File: config.mk
export PLATFORM = sky130hd
export DESIGN_NAME = f2h_uart_tx_master_flat
export DESIGN_NICKNAME = d
export VERILOG_FILES = /design/src/rtl/f2h_uart_tx_master_if.sv /design/src/rtl/f2h_uart_tx_master.sv /design/src/flat_wrapper.sv
export SDC_FILE = /design/constraint.sdc
export NUM_CORES = 1
export LEC_CHECK = 0
export CAP_MARGIN = 15
export CORE_AREA = 2 2 98 100
export CTS_CLUSTER_SIZE = 25
export DETAILED_ROUTE_END_ITERATION = 6
export DIE_AREA = 0 0 100 102
export DONT_BUFFER_PORTS = 1
export GPL_TIMING_DRIVEN = 0
export HOLD_SLACK_MARGIN = 0.03
export PLACE_DENSITY = 0.57
export SLEW_MARGIN = 20
export SYNTH_ARGS = -nofsm -noshare
export SYNTH_HDL_FRONTEND = slang
export SYNTH_SLANG_ARGS = --single-unit
File: constraint.sdc
create_clock -name clk -period 4.9 [get_ports clk]
set_input_delay 0.49 -clock clk [delete_from_list [all_inputs] [get_ports clk]]
set_output_delay 0.49 -clock clk [all_outputs]
set_load 0.05 [all_outputs]
File: src/rtl/f2h_uart_tx_master_if.sv
// AXI3 single-beat bus between the UART transmit master and the HPS f2h slave port.
// The master modport drives addresses, write data and all valids/readies it owns.
interface f2h_uart_tx_master_if;
  logic [7:0]  m_awid;
  logic [31:0] m_awaddr;
  logic [3:0]  m_awlen;
  logic [2:0]  m_awsize;
  logic [1:0]  m_awburst;
  logic [1:0]  m_awlock;
  logic [3:0]  m_awcache;
  logic [2:0]  m_awprot;
  logic [4:0]  m_awuser;
  logic        m_awvalid;
  logic        m_awready;

  logic [7:0]  m_wid;
  logic [31:0] m_wdata;
  logic [3:0]  m_wstrb;
  logic        m_wlast;
  logic        m_wvalid;
  logic        m_wready;

  logic [7:0]  m_bid;
  logic [1:0]  m_bresp;
  logic        m_bvalid;
  logic        m_bready;

  logic [7:0]  m_arid;
  logic [31:0] m_araddr;
  logic [3:0]  m_arlen;
  logic [2:0]  m_arsize;
  logic [1:0]  m_arburst;
  logic [1:0]  m_arlock;
  logic [3:0]  m_arcache;
  logic [2:0]  m_arprot;
  logic [4:0]  m_aruser;
  logic        m_arvalid;
  logic        m_arready;

  logic [7:0]  m_rid;
  logic [31:0] m_rdata;
  logic [1:0]  m_rresp;
  logic        m_rlast;
  logic        m_rvalid;
  logic        m_rready;

  modport master (
    output m_awid, m_awaddr, m_awlen, m_awsize, m_awburst, m_awlock, m_awcache, m_awprot, m_awuser, m_awvalid,
    input  m_awready,
    output m_wid, m_wdata, m_wstrb, m_wlast, m_wvalid,
    input  m_wready,
    input  m_bid, m_bresp, m_bvalid,
    output m_bready,
    output m_arid, m_araddr, m_arlen, m_arsize, m_arburst, m_arlock, m_arcache, m_arprot, m_aruser, m_arvalid,
    input  m_arready,
    input  m_rid, m_rdata, m_rresp, m_rlast, m_rvalid,
    output m_rready
  );

  modport slave (
    input  m_awid, m_awaddr, m_awlen, m_awsize, m_awburst, m_awlock, m_awcache, m_awprot, m_awuser, m_awvalid,
    output m_awready,
    input  m_wid, m_wdata, m_wstrb, m_wlast, m_wvalid,
    output m_wready,
    output m_bid, m_bresp, m_bvalid,
    input  m_bready,
    input  m_arid, m_araddr, m_arlen, m_arsize, m_arburst, m_arlock, m_arcache, m_arprot, m_aruser, m_arvalid,
    output m_arready,
    output m_rid, m_rdata, m_rresp, m_rlast, m_rvalid,
    input  m_rready
  );
endinterface

File: src/rtl/f2h_uart_tx_master.sv
// Streams bytes to HPS UART0 over the f2h AXI3 port: poll LSR until THRE is set, then write THR.
// One outstanding transaction at a time; every AXI output comes straight from a register or a constant.
module f2h_uart_tx_master #(
  parameter logic [31:0] UART_BASE  = 32'hFFC02000,
  parameter logic [31:0] LSR_OFFSET = 32'h14,
  parameter logic [7:0]  AXI_ID     = 8'h00,
  parameter int unsigned POLL_GAP   = 16
) (
  input  logic        clk,
  input  logic        reset,
  input  logic [7:0]  tx_data,
  input  logic        tx_valid,
  output logic        tx_ready,
  output logic        busy,
  output logic        err,
  output logic [7:0]  err_cnt,
  f2h_uart_tx_master_if.master axi
);
  typedef enum logic [2:0] {S_IDLE, S_AR, S_R, S_GAP, S_AW, S_B} state_t;

  localparam logic [15:0] GAP_LOAD = 16'(POLL_GAP);

  state_t      state_reg, state_next;
  logic [15:0] gap_cnt_reg;
  logic [7:0]  byte_reg;
  logic        tx_ready_reg, arvalid_reg, rready_reg, awvalid_reg, wvalid_reg, bready_reg;
  logic        aw_done_reg, w_done_reg;
  logic        err_reg;
  logic [7:0]  err_cnt_reg;

  logic accept, ar_hs, r_hs, aw_hs, w_hs, b_hs, aw_all, w_all, err_fire;

  assign accept   = tx_valid & tx_ready_reg;
  assign ar_hs    = arvalid_reg & axi.m_arready;
  assign r_hs     = rready_reg & axi.m_rvalid;
  assign aw_hs    = awvalid_reg & axi.m_awready;
  assign w_hs     = wvalid_reg & axi.m_wready;
  assign b_hs     = bready_reg & axi.m_bvalid;
  assign aw_all   = aw_done_reg | aw_hs;
  assign w_all    = w_done_reg | w_hs;
  assign err_fire = (r_hs & (axi.m_rresp != 2'b00)) | (b_hs & (axi.m_bresp != 2'b00));

  always_ff @(posedge clk) begin
    if (reset) state_reg <= S_IDLE;
    else       state_reg <= state_next;
  end

  always_comb begin
    state_next = state_reg;
    case (state_reg)
      S_IDLE: if (accept) state_next = S_AR;
      S_AR:   if (ar_hs) state_next = S_R;
      S_R: begin
        if (r_hs) begin
          if (axi.m_rresp != 2'b00) state_next = S_IDLE;
          else if (axi.m_rdata[5])  state_next = S_AW;
          else                      state_next = S_GAP;
        end
      end
      S_GAP:  if (gap_cnt_reg <= 16'd1) state_next = S_AR;
      S_AW:   if (aw_all && w_all) state_next = S_B;
      S_B:    if (b_hs) state_next = S_IDLE;
      default: state_next = S_IDLE;
    endcase
  end

  // Outputs are registered from state_next so each valid/ready is aligned with the state it belongs to.
  always_ff @(posedge clk) begin
    if (reset) begin
      tx_ready_reg <= 1'b0;
      arvalid_reg  <= 1'b0;
      rready_reg   <= 1'b0;
      awvalid_reg  <= 1'b0;
      wvalid_reg   <= 1'b0;
      bready_reg   <= 1'b0;
      aw_done_reg  <= 1'b0;
      w_done_reg   <= 1'b0;
      gap_cnt_reg  <= 16'd0;
      byte_reg     <= 8'd0;
      err_reg      <= 1'b0;
      err_cnt_reg  <= 8'd0;
    end else begin
      tx_ready_reg <= (state_next == S_IDLE);
      arvalid_reg  <= (state_next == S_AR);
      rready_reg   <= (state_next == S_R);
      bready_reg   <= (state_next == S_B);
      if (accept) byte_reg <= tx_data;
      if (state_next == S_GAP)
        gap_cnt_reg <= (state_reg == S_GAP) ? gap_cnt_reg - 16'd1 : GAP_LOAD;
      if (state_reg != S_AW && state_next == S_AW) begin
        awvalid_reg <= 1'b1;
        wvalid_reg  <= 1'b1;
        aw_done_reg <= 1'b0;
        w_done_reg  <= 1'b0;
      end else if (state_reg == S_AW) begin
        // AW and W complete independently; each valid drops right after its own beat.
        if (aw_hs) begin
          awvalid_reg <= 1'b0;
          aw_done_reg <= 1'b1;
        end
        if (w_hs) begin
          wvalid_reg <= 1'b0;
          w_done_reg <= 1'b1;
        end
      end
      err_reg <= err_fire;
      if (err_fire && err_cnt_reg != 8'hFF) err_cnt_reg <= err_cnt_reg + 8'd1;
    end
  end

  assign tx_ready = tx_ready_reg;
  assign busy     = (state_reg != S_IDLE);
  assign err      = err_reg;
  assign err_cnt  = err_cnt_reg;

  assign axi.m_arid    = AXI_ID;
  assign axi.m_araddr  = UART_BASE + LSR_OFFSET;
  assign axi.m_arlen   = 4'd0;
  assign axi.m_arsize  = 3'b010;
  assign axi.m_arburst = 2'b01;
  assign axi.m_arlock  = 2'b00;
  assign axi.m_arcache = 4'd0;
  assign axi.m_arprot  = 3'd0;
  assign axi.m_aruser  = 5'd0;
  assign axi.m_arvalid = arvalid_reg;
  assign axi.m_rready  = rready_reg;

  assign axi.m_awid    = AXI_ID;
  assign axi.m_awaddr  = UART_BASE;
  assign axi.m_awlen   = 4'd0;
  assign axi.m_awsize  = 3'b010;
  assign axi.m_awburst = 2'b01;
  assign axi.m_awlock  = 2'b00;
  assign axi.m_awcache = 4'd0;
  assign axi.m_awprot  = 3'd0;
  assign axi.m_awuser  = 5'd0;
  assign axi.m_awvalid = awvalid_reg;

  assign axi.m_wid     = AXI_ID;
  assign axi.m_wdata   = {24'h0, byte_reg};
  assign axi.m_wstrb   = 4'b0001;
  assign axi.m_wlast   = 1'b1;
  assign axi.m_wvalid  = wvalid_reg;
  assign axi.m_bready  = bready_reg;

  logic unused_inputs;
  assign unused_inputs = ^{axi.m_bid, axi.m_rid, axi.m_rlast, axi.m_rdata[31:6], axi.m_rdata[4:0]};
endmodule

File: src/flat_wrapper.sv
// flat-port wrapper written by rule: the top's interface ports become plain ports
module f2h_uart_tx_master_flat 
#(
  parameter logic [31:0] UART_BASE  = 32'hFFC02000,
  parameter logic [31:0] LSR_OFFSET = 32'h14,
  parameter logic [7:0]  AXI_ID     = 8'h00,
  parameter int unsigned POLL_GAP   = 16
)
  (clk, reset, tx_data, tx_valid, tx_ready, busy, err, err_cnt, axi_m_awid, axi_m_awaddr, axi_m_awlen, axi_m_awsize, axi_m_awburst, axi_m_awlock, axi_m_awcache, axi_m_awprot, axi_m_awuser, axi_m_awvalid, axi_m_awready, axi_m_wid, axi_m_wdata, axi_m_wstrb, axi_m_wlast, axi_m_wvalid, axi_m_wready, axi_m_bid, axi_m_bresp, axi_m_bvalid, axi_m_bready, axi_m_arid, axi_m_araddr, axi_m_arlen, axi_m_arsize, axi_m_arburst, axi_m_arlock, axi_m_arcache, axi_m_arprot, axi_m_aruser, axi_m_arvalid, axi_m_arready, axi_m_rid, axi_m_rdata, axi_m_rresp, axi_m_rlast, axi_m_rvalid, axi_m_rready);
  f2h_uart_tx_master_if axi_i ();
  input  logic clk;
  input  logic reset;
  input  logic [7:0] tx_data;
  input  logic tx_valid;
  output logic tx_ready;
  output logic busy;
  output logic err;
  output logic [7:0] err_cnt;
  output wire logic [$bits(axi_i.m_awid)-1:0] axi_m_awid;
  output wire logic [$bits(axi_i.m_awaddr)-1:0] axi_m_awaddr;
  output wire logic [$bits(axi_i.m_awlen)-1:0] axi_m_awlen;
  output wire logic [$bits(axi_i.m_awsize)-1:0] axi_m_awsize;
  output wire logic [$bits(axi_i.m_awburst)-1:0] axi_m_awburst;
  output wire logic [$bits(axi_i.m_awlock)-1:0] axi_m_awlock;
  output wire logic [$bits(axi_i.m_awcache)-1:0] axi_m_awcache;
  output wire logic [$bits(axi_i.m_awprot)-1:0] axi_m_awprot;
  output wire logic [$bits(axi_i.m_awuser)-1:0] axi_m_awuser;
  output wire logic [$bits(axi_i.m_awvalid)-1:0] axi_m_awvalid;
  input wire logic [$bits(axi_i.m_awready)-1:0] axi_m_awready;
  output wire logic [$bits(axi_i.m_wid)-1:0] axi_m_wid;
  output wire logic [$bits(axi_i.m_wdata)-1:0] axi_m_wdata;
  output wire logic [$bits(axi_i.m_wstrb)-1:0] axi_m_wstrb;
  output wire logic [$bits(axi_i.m_wlast)-1:0] axi_m_wlast;
  output wire logic [$bits(axi_i.m_wvalid)-1:0] axi_m_wvalid;
  input wire logic [$bits(axi_i.m_wready)-1:0] axi_m_wready;
  input wire logic [$bits(axi_i.m_bid)-1:0] axi_m_bid;
  input wire logic [$bits(axi_i.m_bresp)-1:0] axi_m_bresp;
  input wire logic [$bits(axi_i.m_bvalid)-1:0] axi_m_bvalid;
  output wire logic [$bits(axi_i.m_bready)-1:0] axi_m_bready;
  output wire logic [$bits(axi_i.m_arid)-1:0] axi_m_arid;
  output wire logic [$bits(axi_i.m_araddr)-1:0] axi_m_araddr;
  output wire logic [$bits(axi_i.m_arlen)-1:0] axi_m_arlen;
  output wire logic [$bits(axi_i.m_arsize)-1:0] axi_m_arsize;
  output wire logic [$bits(axi_i.m_arburst)-1:0] axi_m_arburst;
  output wire logic [$bits(axi_i.m_arlock)-1:0] axi_m_arlock;
  output wire logic [$bits(axi_i.m_arcache)-1:0] axi_m_arcache;
  output wire logic [$bits(axi_i.m_arprot)-1:0] axi_m_arprot;
  output wire logic [$bits(axi_i.m_aruser)-1:0] axi_m_aruser;
  output wire logic [$bits(axi_i.m_arvalid)-1:0] axi_m_arvalid;
  input wire logic [$bits(axi_i.m_arready)-1:0] axi_m_arready;
  input wire logic [$bits(axi_i.m_rid)-1:0] axi_m_rid;
  input wire logic [$bits(axi_i.m_rdata)-1:0] axi_m_rdata;
  input wire logic [$bits(axi_i.m_rresp)-1:0] axi_m_rresp;
  input wire logic [$bits(axi_i.m_rlast)-1:0] axi_m_rlast;
  input wire logic [$bits(axi_i.m_rvalid)-1:0] axi_m_rvalid;
  output wire logic [$bits(axi_i.m_rready)-1:0] axi_m_rready;
  assign axi_m_awid = axi_i.m_awid;
  assign axi_m_awaddr = axi_i.m_awaddr;
  assign axi_m_awlen = axi_i.m_awlen;
  assign axi_m_awsize = axi_i.m_awsize;
  assign axi_m_awburst = axi_i.m_awburst;
  assign axi_m_awlock = axi_i.m_awlock;
  assign axi_m_awcache = axi_i.m_awcache;
  assign axi_m_awprot = axi_i.m_awprot;
  assign axi_m_awuser = axi_i.m_awuser;
  assign axi_m_awvalid = axi_i.m_awvalid;
  assign axi_i.m_awready = axi_m_awready;
  assign axi_m_wid = axi_i.m_wid;
  assign axi_m_wdata = axi_i.m_wdata;
  assign axi_m_wstrb = axi_i.m_wstrb;
  assign axi_m_wlast = axi_i.m_wlast;
  assign axi_m_wvalid = axi_i.m_wvalid;
  assign axi_i.m_wready = axi_m_wready;
  assign axi_i.m_bid = axi_m_bid;
  assign axi_i.m_bresp = axi_m_bresp;
  assign axi_i.m_bvalid = axi_m_bvalid;
  assign axi_m_bready = axi_i.m_bready;
  assign axi_m_arid = axi_i.m_arid;
  assign axi_m_araddr = axi_i.m_araddr;
  assign axi_m_arlen = axi_i.m_arlen;
  assign axi_m_arsize = axi_i.m_arsize;
  assign axi_m_arburst = axi_i.m_arburst;
  assign axi_m_arlock = axi_i.m_arlock;
  assign axi_m_arcache = axi_i.m_arcache;
  assign axi_m_arprot = axi_i.m_arprot;
  assign axi_m_aruser = axi_i.m_aruser;
  assign axi_m_arvalid = axi_i.m_arvalid;
  assign axi_i.m_arready = axi_m_arready;
  assign axi_i.m_rid = axi_m_rid;
  assign axi_i.m_rdata = axi_m_rdata;
  assign axi_i.m_rresp = axi_m_rresp;
  assign axi_i.m_rlast = axi_m_rlast;
  assign axi_i.m_rvalid = axi_m_rvalid;
  assign axi_m_rready = axi_i.m_rready;
  f2h_uart_tx_master #(.UART_BASE(UART_BASE), .LSR_OFFSET(LSR_OFFSET), .AXI_ID(AXI_ID), .POLL_GAP(POLL_GAP)) u_core (.clk(clk), .reset(reset), .tx_data(tx_data), .tx_valid(tx_valid), .tx_ready(tx_ready), .busy(busy), .err(err), .err_cnt(err_cnt), .axi(axi_i));
endmodule
==> key figures <==
Outcome
  – Status: complete, no violations

Global routing
  – Gr ovfl total: 0
  – Busiest grt layer: met2
  – Largest net degree at the start of global routing: 14
  – M3 GR Usage: about 4.2%
  – Gr usage total: between 10% and 20%
  – Antenna violations before repair: 0
  – Met2 Track Usage GR: around a fifth
  – Vias in the first global route: roughly 1900
  – Global-route wire length before repair: 9.25 mm
  – GR Util met1: approximately an eighth

Finish
  – Filler instances: roughly 940
  – Final core occ: ~44%
  – Final Net Count: 628
  – Layout cell share with drive strength beyond 1: 31.8%
  – N_diodes: 0
  – Most frequent cells in the layout: buf_4 (163), conb_1 (163), dfxtp_1 (44)
  – Area growth syn-to-layout: 26.9%
  – Final Cell Area: 4010 um^2
  – Cell Count, Final, Fillers Out: ~670
  – Number of flip-flops under the largest register name: 16

Logic synthesis
  – Ys flop type: dfxtp_1
  – Ys Warns: 0
  – Post-Syn Area: around 3200 um^2
  – Synthesized area per cell: 8.15 um^2
  – Fraction of registers with async set or reset after synthesis: 0%
  – Synth Instances: approximately 390
  – Register area share after synthesis: roughly 28%
  – Yosys reg bits: 44
  – Post-synthesis cell type count: 46
  – Post-synth EDFFs: 0

Clock tree
  – CTS Buf Count: 5
  – Hold_buf cts: 0
  – CTS Root Cell: clkbuf_8
  – CTS tree: yes
  – Clk slew on worst S/H paths: around 0.09 ns
  – Post-cts sizing count: 0
  – CTS H-tree depth: 2
  – Clock buffer depth: 2
  – Sink Count: 44
  – Clk Latency, worst-skew pair: between 0.2 and 0.3 ns
  – Post-CTS setup buffers: 0

Floorplanning
  – Height of the die: approximately 100 um
  – Die area: approximately 10000 um^2
  – I/O pin cnt: around 260
  – Die X-Extent: 100 um
  – Core Region: approximately 9100 um^2
  – Initial Utilization: about a third
  – Rows: 35

Route
  – DRC Markers: 0
  – Post-Route WL: 6.58 mm
  – Vias: approximately 2400
  – Initial DRC Count: 42
  – DRT antenna net count: 0
  – WL/cell: ~9.8 um
  – Via density: roughly 3.7
  – Drt pass-1 iters: 4

Timing
  – Final WS setup: ~2.1 ns
  – RSZ-0062 raised after global routing: false
  – Slew margin rel.: between 40% and 50%
  – Clock skew: slightly above 0.008 ns
  – Hold Vio Cnt, Final: 0
  – Final slew viol count: 0
  – WHS: 0.335 ns
  – Fin crit period: 2.81 ns
  – Least-Margin Pin Slew: 0.890 ns
  – Final Cycle Share: 57.4%
  – Setup TNS: 0 ns
  – Max Clk Rate: 0.356 GHz
  – Final setup violation count: 0

Worst setup path
  – Crit Reg-Reg Startpoint: u_core.tx_ready
  – Worst setup SP type: flop
  – Critical path class: reg -> reg
  – R2r setup slk: around 2.1 ns
  – Reg2reg path depth: 8
  – Nature of the critical path endpoint: flop
  – Worst Path Arrival: ~3 ns
  – Worst reg2reg path endpoint: u_core.gap_cnt_reg[5]
  – Critical Path, Cell by Cell: clkbuf_1 -> nor4bb_1 -> a31oi_1 -> o211ai_2 -> o2111ai_4 -> buf_6 -> or3_1 -> a21oi_1
  – Critical Path RT: roughly 5.1 ns
  – Crit-path slowest cell: dfxtp_1
  – Max incr delay on CP: roughly 0.64 ns
  – Critical path peak fanout: 10

Power and ir drop
  – Worst vdd ir: around 170 uV
  – Leak pwr: 2.14 nW
  – Overall power: ~1.1 mW
  – Pwr dens: 272 nW/um^2

Placement
  – Placed cells: 660
  – Gpl congestion: 0.779
  – Post-Place Worst Slack: around 2.1 ns
  – Post-detail-place hpwl: 5.44 mm
  – Placed Area: a little under 4000 um^2
  – PortBufs: 0

Run
  – # Max-Cap Violations: 0

Min path
  – Hold path depth: 2
  – Hold WC Path Type: in -> reg
  – Hold Crit Endpoint: u_core.byte_reg[7]
  – HP Start: tx_data[7]
[layout make-up]
cell class | count | area, um^2 | area share (%)
clock buffers | 6 | 72.6 | 1.81
inverters | 6 | 22.5 | 0.561
multi-input cells | 328 | 1600 | 39.9
plain buffers | 171 | 1260 | 31.5
flip-flops and latches | 44 | 881 | 22.0
clock inverters | 2 | 35.0 | 0.873
well taps | 111 | 139 | 3.46
[worst max-delay path: cells and delay by family (launching register included)]
family | cells | cell delay, ns
buffers and inverters | 2 | 0.65
DFF | 1 | 0.64
AOI/OAI and AO/OA | 4 | 0.82
and+or+nand+nor | 2 | 0.64
[logic make-up (layout without fill, tap and decap cells)]
logic type	Yosys count	after routing	synth area share (%)
buffers and inverters	177	185	40.6
flip-flops	44	44	27.9
adder cells (fa/ha/maj)	3	3	1.19
multiplexers	2	2	0.633
AND/OR/NAND/NOR	98	98	16.1
XOR/XNOR	7	7	1.94
AO/OA/AOI/OAI	55	55	11.4
other	2	163	0.238
[worst max-delay path by stage]
| stage | start | end | slack (ns) |
|---|---|---|---|
| 2_1_floorplan | u_core.tx_ready | u_core.gap_cnt_reg[3] | 2.47 |
| 3_3_place_gp | u_core.tx_ready | u_core.gap_cnt_reg[3] | 2.13 |
| 3_5_place_dp | u_core.tx_ready | u_core.gap_cnt_reg[12] | 2.08 |
| 4_1_cts | u_core.tx_ready | u_core.gap_cnt_reg[5] | 2.07 |
| 5_1_grt | u_core.tx_ready | u_core.gap_cnt_reg[8] | 1.90 |
| 6_report | u_core.tx_ready | u_core.gap_cnt_reg[5] | 2.09 |
[per-layer routing]
layer | wire (um) | up-vias
li1 | - | 1312
met1 | 2580 | 1007
met2 | 3160 | 122
met3 | 748 | 6
met4 | 83 | 0
met5 | 0 | -
[where the power goes]
group | total (mW) | internal (mW) | switching (mW)
Sequential | 0.391 | 0.365 | 0.0266
Clock | 0.275 | 0.151 | 0.124
Combinational | 0.424 | 0.103 | 0.321
Total | 1.09 | 0.619 | 0.472
[cells in the mapped netlist, types with 2 or more instances]
master | count | area (um^2)
buf_4 | 163 | 1220
dfxtp_1 | 44 | 881
nor2_1 | 24 | 90.1
a21oi_1 | 22 | 110
nand2_1 | 19 | 71.3
or3_1 | 13 | 81.3
nand3_1 | 11 | 55.1
o21ai_0 | 10 | 50.1
inv_1 | 6 | 22.5
nor3_1 | 5 | 25.0
nor4_1 | 5 | 31.3
xor2_1 | 5 | 43.8
a31oi_1 | 4 | 25.0
clkbuf_1 | 4 | 15.0
or4_1 | 4 | 30.0
ha_1 | 3 | 37.5
nand4_1 | 3 | 18.8
nor2b_1 | 3 | 18.8
o31ai_1 | 3 | 22.5
a211oi_1 | 2 | 15.0
a21o_1 | 2 | 15.0
buf_1 | 2 | 7.51
conb_1 | 2 | 7.51
mux2i_1 | 2 | 20.0
o211ai_1 | 2 | 15.0
o21a_1 | 2 | 15.0
or2_2 | 2 | 12.5
or2b_1 | 2 | 15.0
xnor2_1 | 2 | 17.5
Power figures use the tool's default switching activity.
